--- config.mk ---
export PLATFORM = sky130hd
export DESIGN_NAME = residual_add_9bit_flat
export DESIGN_NICKNAME = d
export VERILOG_FILES = /design/src/rtl/residual_add_9bit_pkg.sv /design/src/rtl/residual_add_9bit_if.sv /design/src/rtl/residual_add_9bit_sync_fifo.sv /design/src/rtl/residual_add_9bit.sv /design/src/flat_wrapper.sv
export SDC_FILE = /design/constraint.sdc
export NUM_CORES = 1
export LEC_CHECK = 0
export ABC_CLOCK_PERIOD_IN_PS = 9500
export BUFFER_PORTS_ARGS = -buffer_cell sky130_fd_sc_hd__buf_4
export CAP_MARGIN = 20
export CORE_MARGIN = 8
export CORE_UTILIZATION = 60
export DETAILED_ROUTE_END_ITERATION = 10
export GPL_ROUTABILITY_DRIVEN = 0
export PLACE_DENSITY_LB_ADDON = 0.3
export SYNTH_ARGS = -nofsm -noshare
export SYNTH_HDL_FRONTEND = slang
export SYNTH_SLANG_ARGS = --single-unit
--- constraint.sdc ---
create_clock -name clock -period 9.5 [get_ports clock]
set_input_delay 0.475 -clock clock [delete_from_list [all_inputs] [get_ports clock]]
set_output_delay 0.475 -clock clock [all_outputs]
set_load 0.02 [all_outputs]
--- src/rtl/residual_add_9bit_pkg.sv ---
// Shared layer constants for the residual-add / requantize datapath.
package residual_add_9bit_pkg;

    localparam int unsigned PIXEL_W = 8;
    localparam int unsigned SUM_W   = 9;

    // Sign-extend one pixel lane to the sum width.
    function automatic logic signed [SUM_W-1:0] widen(input logic [PIXEL_W-1:0] p);
        return {p[PIXEL_W-1], p};
    endfunction

endpackage

--- src/rtl/residual_add_9bit_if.sv ---
// Skip/main input handshakes and the registered sum output of residual_add_9bit.
interface residual_add_9bit_if
    import residual_add_9bit_pkg::*;
#(
    parameter int unsigned SIZE  = 8,
    parameter int unsigned DEPTH = 16
);
    localparam int unsigned PTR_W = $clog2(DEPTH);

    logic                      skip_valid;
    logic                      skip_ready;
    logic [PIXEL_W*SIZE-1:0]   skip_in;
    logic                      main_valid;
    logic                      main_ready;
    logic [PIXEL_W*SIZE-1:0]   main_in;
    logic                      sum_valid;
    logic [SUM_W*SIZE-1:0]     sum_out;
    logic [PTR_W:0]            fifo_count;

    modport master (
        output skip_valid, skip_in, main_valid, main_in,
        input  skip_ready, main_ready, sum_valid, sum_out, fifo_count
    );

    modport slave (
        input  skip_valid, skip_in, main_valid, main_in,
        output skip_ready, main_ready, sum_valid, sum_out, fifo_count
    );

endinterface

--- src/rtl/residual_add_9bit_sync_fifo.sv ---
// Single-clock FIFO with combinational head read and occupancy count.
module sync_fifo #(
    parameter int unsigned WIDTH = 64,
    parameter int unsigned DEPTH = 16,
    parameter int unsigned PTR_W = $clog2(DEPTH)
) (
    input  logic             clock,
    input  logic             reset,
    input  logic             push,
    input  logic             pop,
    input  logic [WIDTH-1:0] din,
    output logic [WIDTH-1:0] dout,
    output logic             full,
    output logic             empty,
    output logic [PTR_W:0]   count
);
    localparam logic [PTR_W:0] FULL_COUNT = DEPTH[PTR_W:0];

    logic [WIDTH-1:0] mem [DEPTH];
    logic [PTR_W-1:0] wr_ptr;
    logic [PTR_W-1:0] rd_ptr;
    logic             do_push;
    logic             do_pop;

    assign full    = (count == FULL_COUNT);
    assign empty   = (count == '0);
    assign do_push = push && !full;
    assign do_pop  = pop && !empty;
    assign dout    = mem[rd_ptr];

    // DEPTH is a power of two, so pointer wrap is the natural overflow.
    always_ff @(posedge clock) begin
        if (!reset) begin
            wr_ptr <= '0;
            rd_ptr <= '0;
            count  <= '0;
        end else begin
            if (do_push) wr_ptr <= wr_ptr + 1'b1;
            if (do_pop)  rd_ptr <= rd_ptr + 1'b1;
            if (do_push && !do_pop)      count <= count + 1'b1;
            else if (do_pop && !do_push) count <= count - 1'b1;
        end
    end

    always_ff @(posedge clock) begin
        if (reset && do_push) mem[wr_ptr] <= din;
    end

endmodule

--- src/rtl/residual_add_9bit.sv ---
// Residual adder: buffers skip vectors, adds each to the matching main vector
// lane by lane and registers the 9-bit sums for the requantize stage.
module residual_add_9bit
    import residual_add_9bit_pkg::*;
#(
    parameter int unsigned SIZE  = 8,
    parameter int unsigned DEPTH = 16
) (
    input  logic                clock,
    input  logic                reset,
    residual_add_9bit_if.slave  bus
);
    localparam int unsigned PTR_W = $clog2(DEPTH);
    localparam int unsigned WIDTH = PIXEL_W * SIZE;

    logic                    push;
    logic                    pop;
    logic                    full;
    logic                    empty;
    logic [WIDTH-1:0]        head;
    logic [PTR_W:0]          count;
    logic [SUM_W*SIZE-1:0]   sums;

    assign bus.skip_ready = !full;
    assign bus.main_ready = !empty;
    assign bus.fifo_count = count;
    assign push           = bus.skip_valid && !full;
    assign pop            = bus.main_valid && !empty;

    sync_fifo #(
        .WIDTH (WIDTH),
        .DEPTH (DEPTH)
    ) u_fifo (
        .clock (clock),
        .reset (reset),
        .push  (push),
        .pop   (pop),
        .din   (bus.skip_in),
        .dout  (head),
        .full  (full),
        .empty (empty),
        .count (count)
    );

    for (genvar i = 0; i < SIZE; i++) begin : g_lane
        assign sums[SUM_W*i +: SUM_W] = widen(head[PIXEL_W*i +: PIXEL_W])
                                      + widen(bus.main_in[PIXEL_W*i +: PIXEL_W]);
    end

    always_ff @(posedge clock) begin
        if (!reset) begin
            bus.sum_valid <= 1'b0;
            bus.sum_out   <= '0;
        end else begin
            bus.sum_valid <= pop;
            if (pop) bus.sum_out <= sums;
        end
    end

endmodule

--- src/flat_wrapper.sv ---
// flat-port wrapper written by rule: the top's interface ports become plain ports
module residual_add_9bit_flat import residual_add_9bit_pkg::*;
#(
    parameter int unsigned SIZE  = 8,
    parameter int unsigned DEPTH = 16
)
  (clock, reset, bus_skip_valid, bus_skip_in, bus_main_valid, bus_main_in, bus_skip_ready, bus_main_ready, bus_sum_valid, bus_sum_out, bus_fifo_count);
  residual_add_9bit_if #(.SIZE(SIZE), .DEPTH(DEPTH)) bus_i ();
  input  logic clock;
  input  logic reset;
  input wire logic [$bits(bus_i.skip_valid)-1:0] bus_skip_valid;
  input wire logic [$bits(bus_i.skip_in)-1:0] bus_skip_in;
  input wire logic [$bits(bus_i.main_valid)-1:0] bus_main_valid;
  input wire logic [$bits(bus_i.main_in)-1:0] bus_main_in;
  output wire logic [$bits(bus_i.skip_ready)-1:0] bus_skip_ready;
  output wire logic [$bits(bus_i.main_ready)-1:0] bus_main_ready;
  output wire logic [$bits(bus_i.sum_valid)-1:0] bus_sum_valid;
  output wire logic [$bits(bus_i.sum_out)-1:0] bus_sum_out;
  output wire logic [$bits(bus_i.fifo_count)-1:0] bus_fifo_count;
  assign bus_i.skip_valid = bus_skip_valid;
  assign bus_i.skip_in = bus_skip_in;
  assign bus_i.main_valid = bus_main_valid;
  assign bus_i.main_in = bus_main_in;
  assign bus_skip_ready = bus_i.skip_ready;
  assign bus_main_ready = bus_i.main_ready;
  assign bus_sum_valid = bus_i.sum_valid;
  assign bus_sum_out = bus_i.sum_out;
  assign bus_fifo_count = bus_i.fifo_count;
  residual_add_9bit #(.SIZE(SIZE), .DEPTH(DEPTH)) u_core (.clock(clock), .reset(reset), .bus(bus_i));
endmodule
==> flow_metrics.py <==
metrics = {
    "synthesis": {
        "yosysMostFrequentCell": "edfxtp_1",
        "ys_ff_latch": 1114,
        "synth_cell_types": 45,
        "synth_edf_count": 1024,
        "synth_top_cell_area_share": 0.691,
        "synth_common_cells": "edfxtp_1, mux4_2, dfxtp_1, ha_1, nor2_1",
        "avgSynthCellArea_sq_um": 20.9,
        "synthArstFlopShare": 0,
        "synth_area_leaders": "edfxtp_1, mux4_2, dfxtp_1",
        "ys_seq_area_frac": 0.731,
        "synthCells": 2126,
        "syn_area_sq_um": 44500,
        "synthFlopType": "edfxtp_1",
        "yosys.area.top_type": "edfxtp_1",
        "yosys_warnings": 0,
        "syn_nets": 2340,
    },
    "place": {
        "place_worst_setup_slack_ns": 4.87,
        "place_area_sq_um": 47100,
        "hpwl_microns": 60100,
        "dp.cells": 3237,
        "io_buffers": 211,
    },
    "drt": {
        "drt-total-wl_microns": 111000,
        "drc": 0,
        "num_vias": 23300,
        "via_per_inst": 6.76,
        "wl_per_cell_microns": 32.2,
        "final_antenna_net_count": 0,
        "drtIter0Drc": 3041,
        "drt_first_pass_iters": 6,
    },
    "grt": {
        "grt_max_degree": 153,
        "first_global_vias": 23600,
        "antenna_found_initial": 7,
        "overflow": 0,
        "grtUsageTotal": 0.266,
        "grt_pass1_wl_microns": 160000,
    },
    "clocking": {
        "cts_buffers": 108,
        "hold_buffers": 0,
        "cts_setup_buffers": 0,
        "clock_sinks": 1114,
        "cts_buffer_depth": 3,
        "insertion_delay_ns": 0.66,
        "htreeDepth": 3,
        "cts_tree": "built",
        "path_clk_slew_ns": 0.07,
        "cts-root-buf": "clkbuf_16",
        "cts_resized": 0,
    },
    "timing": {
        "skew_ns": 0.0158,
        "fin_worst_hold_slack_ns": 0.113,
        "maxSlewViolCount": 0,
        "setup_ws_ns": 4.84,
        "max_freq_mhz": 214,
        "finalSetupViolCount": 0,
        "finalSetupTns_ns": 0,
        "min_period_over_period": 0.491,
        "worst_slew_pin_slew_ns": 1.08,
        "rsz0062_at_grt": "false",
        "period_minus_slack_ns": 4.66,
        "hold_viol_final": 0,
        "slew_headroom": 0.280,
    },
    "cells_and_area": {
        "syn2layout_area_growth_pct": 13.7,
        "fill_cells": 4421,
        "nets": 2592,
        "fin_util": 0.685,
        "final_layout_size_suffix_gt1_frac": 0.298,
        "layoutNonFillerInstCount": 3441,
        "final_cell_area_sq_um": 50600,
    },
    "die": {
        "die_x_microns": 288,
        "ioPinCount": 212,
        "coreArea_sq_um": 73900,
        "fp.dieH_microns": 288,
        "fp-row-count": 100,
        "fp.dieArea_sq_um": 83200,
        "start_util": 0.602,
    },
    "status": {
        "status": "finished clean",
    },
    "min_path": {
        "min_path_cells": 1,
        "whs_endpoint": "u_core.u_fifo.mem[13][58]",
        "hold_start": "bus_skip_in[58]",
        "min_path_type": "in2reg",
    },
    "worst_setup_path": {
        "cp.required_ns": 10.05,
        "reg2reg_depth": 9,
        "worstSetupStartpointType": "flip-flop",
        "crit_type": "reg2reg",
        "reg2reg_slack_ns": 4.84,
        "cp_max_fo": 58,
        "r2r-end": "u_core.bus.sum_out[69]",
        "crit_path_end_kind": "flip-flop",
        "arrival_ns": 5.21,
    },
    "power": {
        "p_per_area_nw_per_um2": 266,
        "finalPower_mw": 13.5,
        "p_leak_nw": 16.4,
        "max-vdd-ir-drop_mv": 0.197,
    },
    "job": {
        "drv_cap": 0,
    },
}
## cell type report
| cell class | instances | area [sq um] | share of cell area |
|---|---|---|---|
| Tap cell | 969 | 1210 | 0.0239 |
| Clock inverter | 71 | 628 | 0.0124 |
| Clock buffer | 128 | 2840 | 0.0561 |
| Multi-Input combinational cell | 892 | 11400 | 0.225 |
| Inverter | 13 | 50.0 | 0.000989 |
| Sequential cell | 1114 | 32600 | 0.643 |
| Antenna cell | 5 | 12.5 | 0.000247 |
| Timing Repair Buffer | 249 | 1910 | 0.0377 |
## metal layers
| layer | part of all wire | vias to the layer above | global-route usage | routed length, microns |
|---|---|---|---|---|
| met5 | 0.00031 | - | 0 | 34 |
| met2 | 0.48 | 1408 | 0.419 | 53200 |
| met3 | 0.11 | 195 | 0.0704 | 12500 |
| li1 | - | 9502 | - | - |
| met1 | 0.38 | 12100 | 0.371 | 42500 |
| met4 | 0.023 | 6 | 0.0751 | 2560 |
## flip-flops by register name (all words and copies together), names as in the netlist, named ones only
signal,cells
u_core.u_fifo.count,5
u_core.u_fifo.wr_ptr,4
u_core.u_fifo.mem,1024
u_core.bus.sum_out,72
u_core.bus.sum_valid,1
u_core.u_fifo.rd_ptr,4
## worst max-delay path, cell delays in order, from the launching register on
cell	delay (ns)
dfxtp_4	0.93
buf_4	0.69
mux4_2	0.43
mux4_2	0.47
ha_1	0.25
fa_1	0.49
a211o_1	0.34
a211oi_1	0.40
o21ai_0	0.17
a311oi_1	0.32
## how the worst max path moves through the flow
| stage | startpoint | endpoint | slack [ns] | cells after the start |
|---|---|---|---|---|
| floorplan | reset | u_core.u_fifo.mem[1][0] | 3.04 | 5 |
| global placement | flip-flop | u_core.bus.sum_out[42] | 4.97 | 9 |
| detailed placement | flip-flop | u_core.bus.sum_out[69] | 4.87 | 9 |
| CTS | flip-flop | u_core.bus.sum_out[69] | 4.83 | 9 |
| global route | flip-flop | u_core.bus.sum_out[42] | 4.64 | 9 |
| finish | flip-flop | u_core.bus.sum_out[69] | 4.84 | 9 |
## report_power, final
group          switching, mW  internal, mW  total [mW]
clock                   1.79          2.43        4.22
combinational           1.87          1.61        3.48
sequential             0.209          5.57        5.78
## logic make-up (layout without fill, tap and decap cells)
family,count (synthesis),in the layout,share of synthesized area
AND/OR/NAND/NOR,210,210,0.0206
XOR/XNOR,16,16,0.00315
buffers and inverters,120,461,0.0155
other,0,5,0
AO/OA/AOI/OAI,260,260,0.0412
adder cells (fa/ha/maj),82,82,0.0246
flip-flops,1114,1114,0.731
multiplexers,324,324,0.164
## placed cells by master (no fill, tap or decap), types with 9 or more instances in the layout
| master | Yosys | final |
|---|---|---|
| bufinv_16 | 0 | 11 |
| ha_1 | 73 | 73 |
| nor2_1 | 73 | 61 |
| a211oi_1 | 26 | 26 |
| nand2_1 | 69 | 69 |
| clkbuf_16 | 0 | 111 |
| mux4_2 | 306 | 306 |
| clkinv_2 | 0 | 27 |
| a21oi_1 | 64 | 64 |
| dfxtp_1 | 90 | 86 |
| a211o_1 | 32 | 32 |
| edfxtp_1 | 1024 | 1024 |
| mux4_1 | 14 | 14 |
| o211ai_1 | 25 | 25 |
| o2111ai_1 | 9 | 9 |
| fa_1 | 9 | 9 |
| xnor2_1 | 11 | 11 |
| clkinv_1 | 0 | 25 |
| or3_1 | 9 | 9 |
| nand2b_1 | 11 | 11 |
| o21ai_0 | 25 | 25 |
| inv_1 | 11 | 11 |
| clkbuf_1 | 48 | 17 |
| buf_4 | 1 | 246 |
| a21o_1 | 18 | 18 |
| nor2_4 | 0 | 12 |
| nand3_1 | 36 | 36 |
| o21a_1 | 19 | 19 |
No activity file was read; power rests on OpenSTA's default activity.
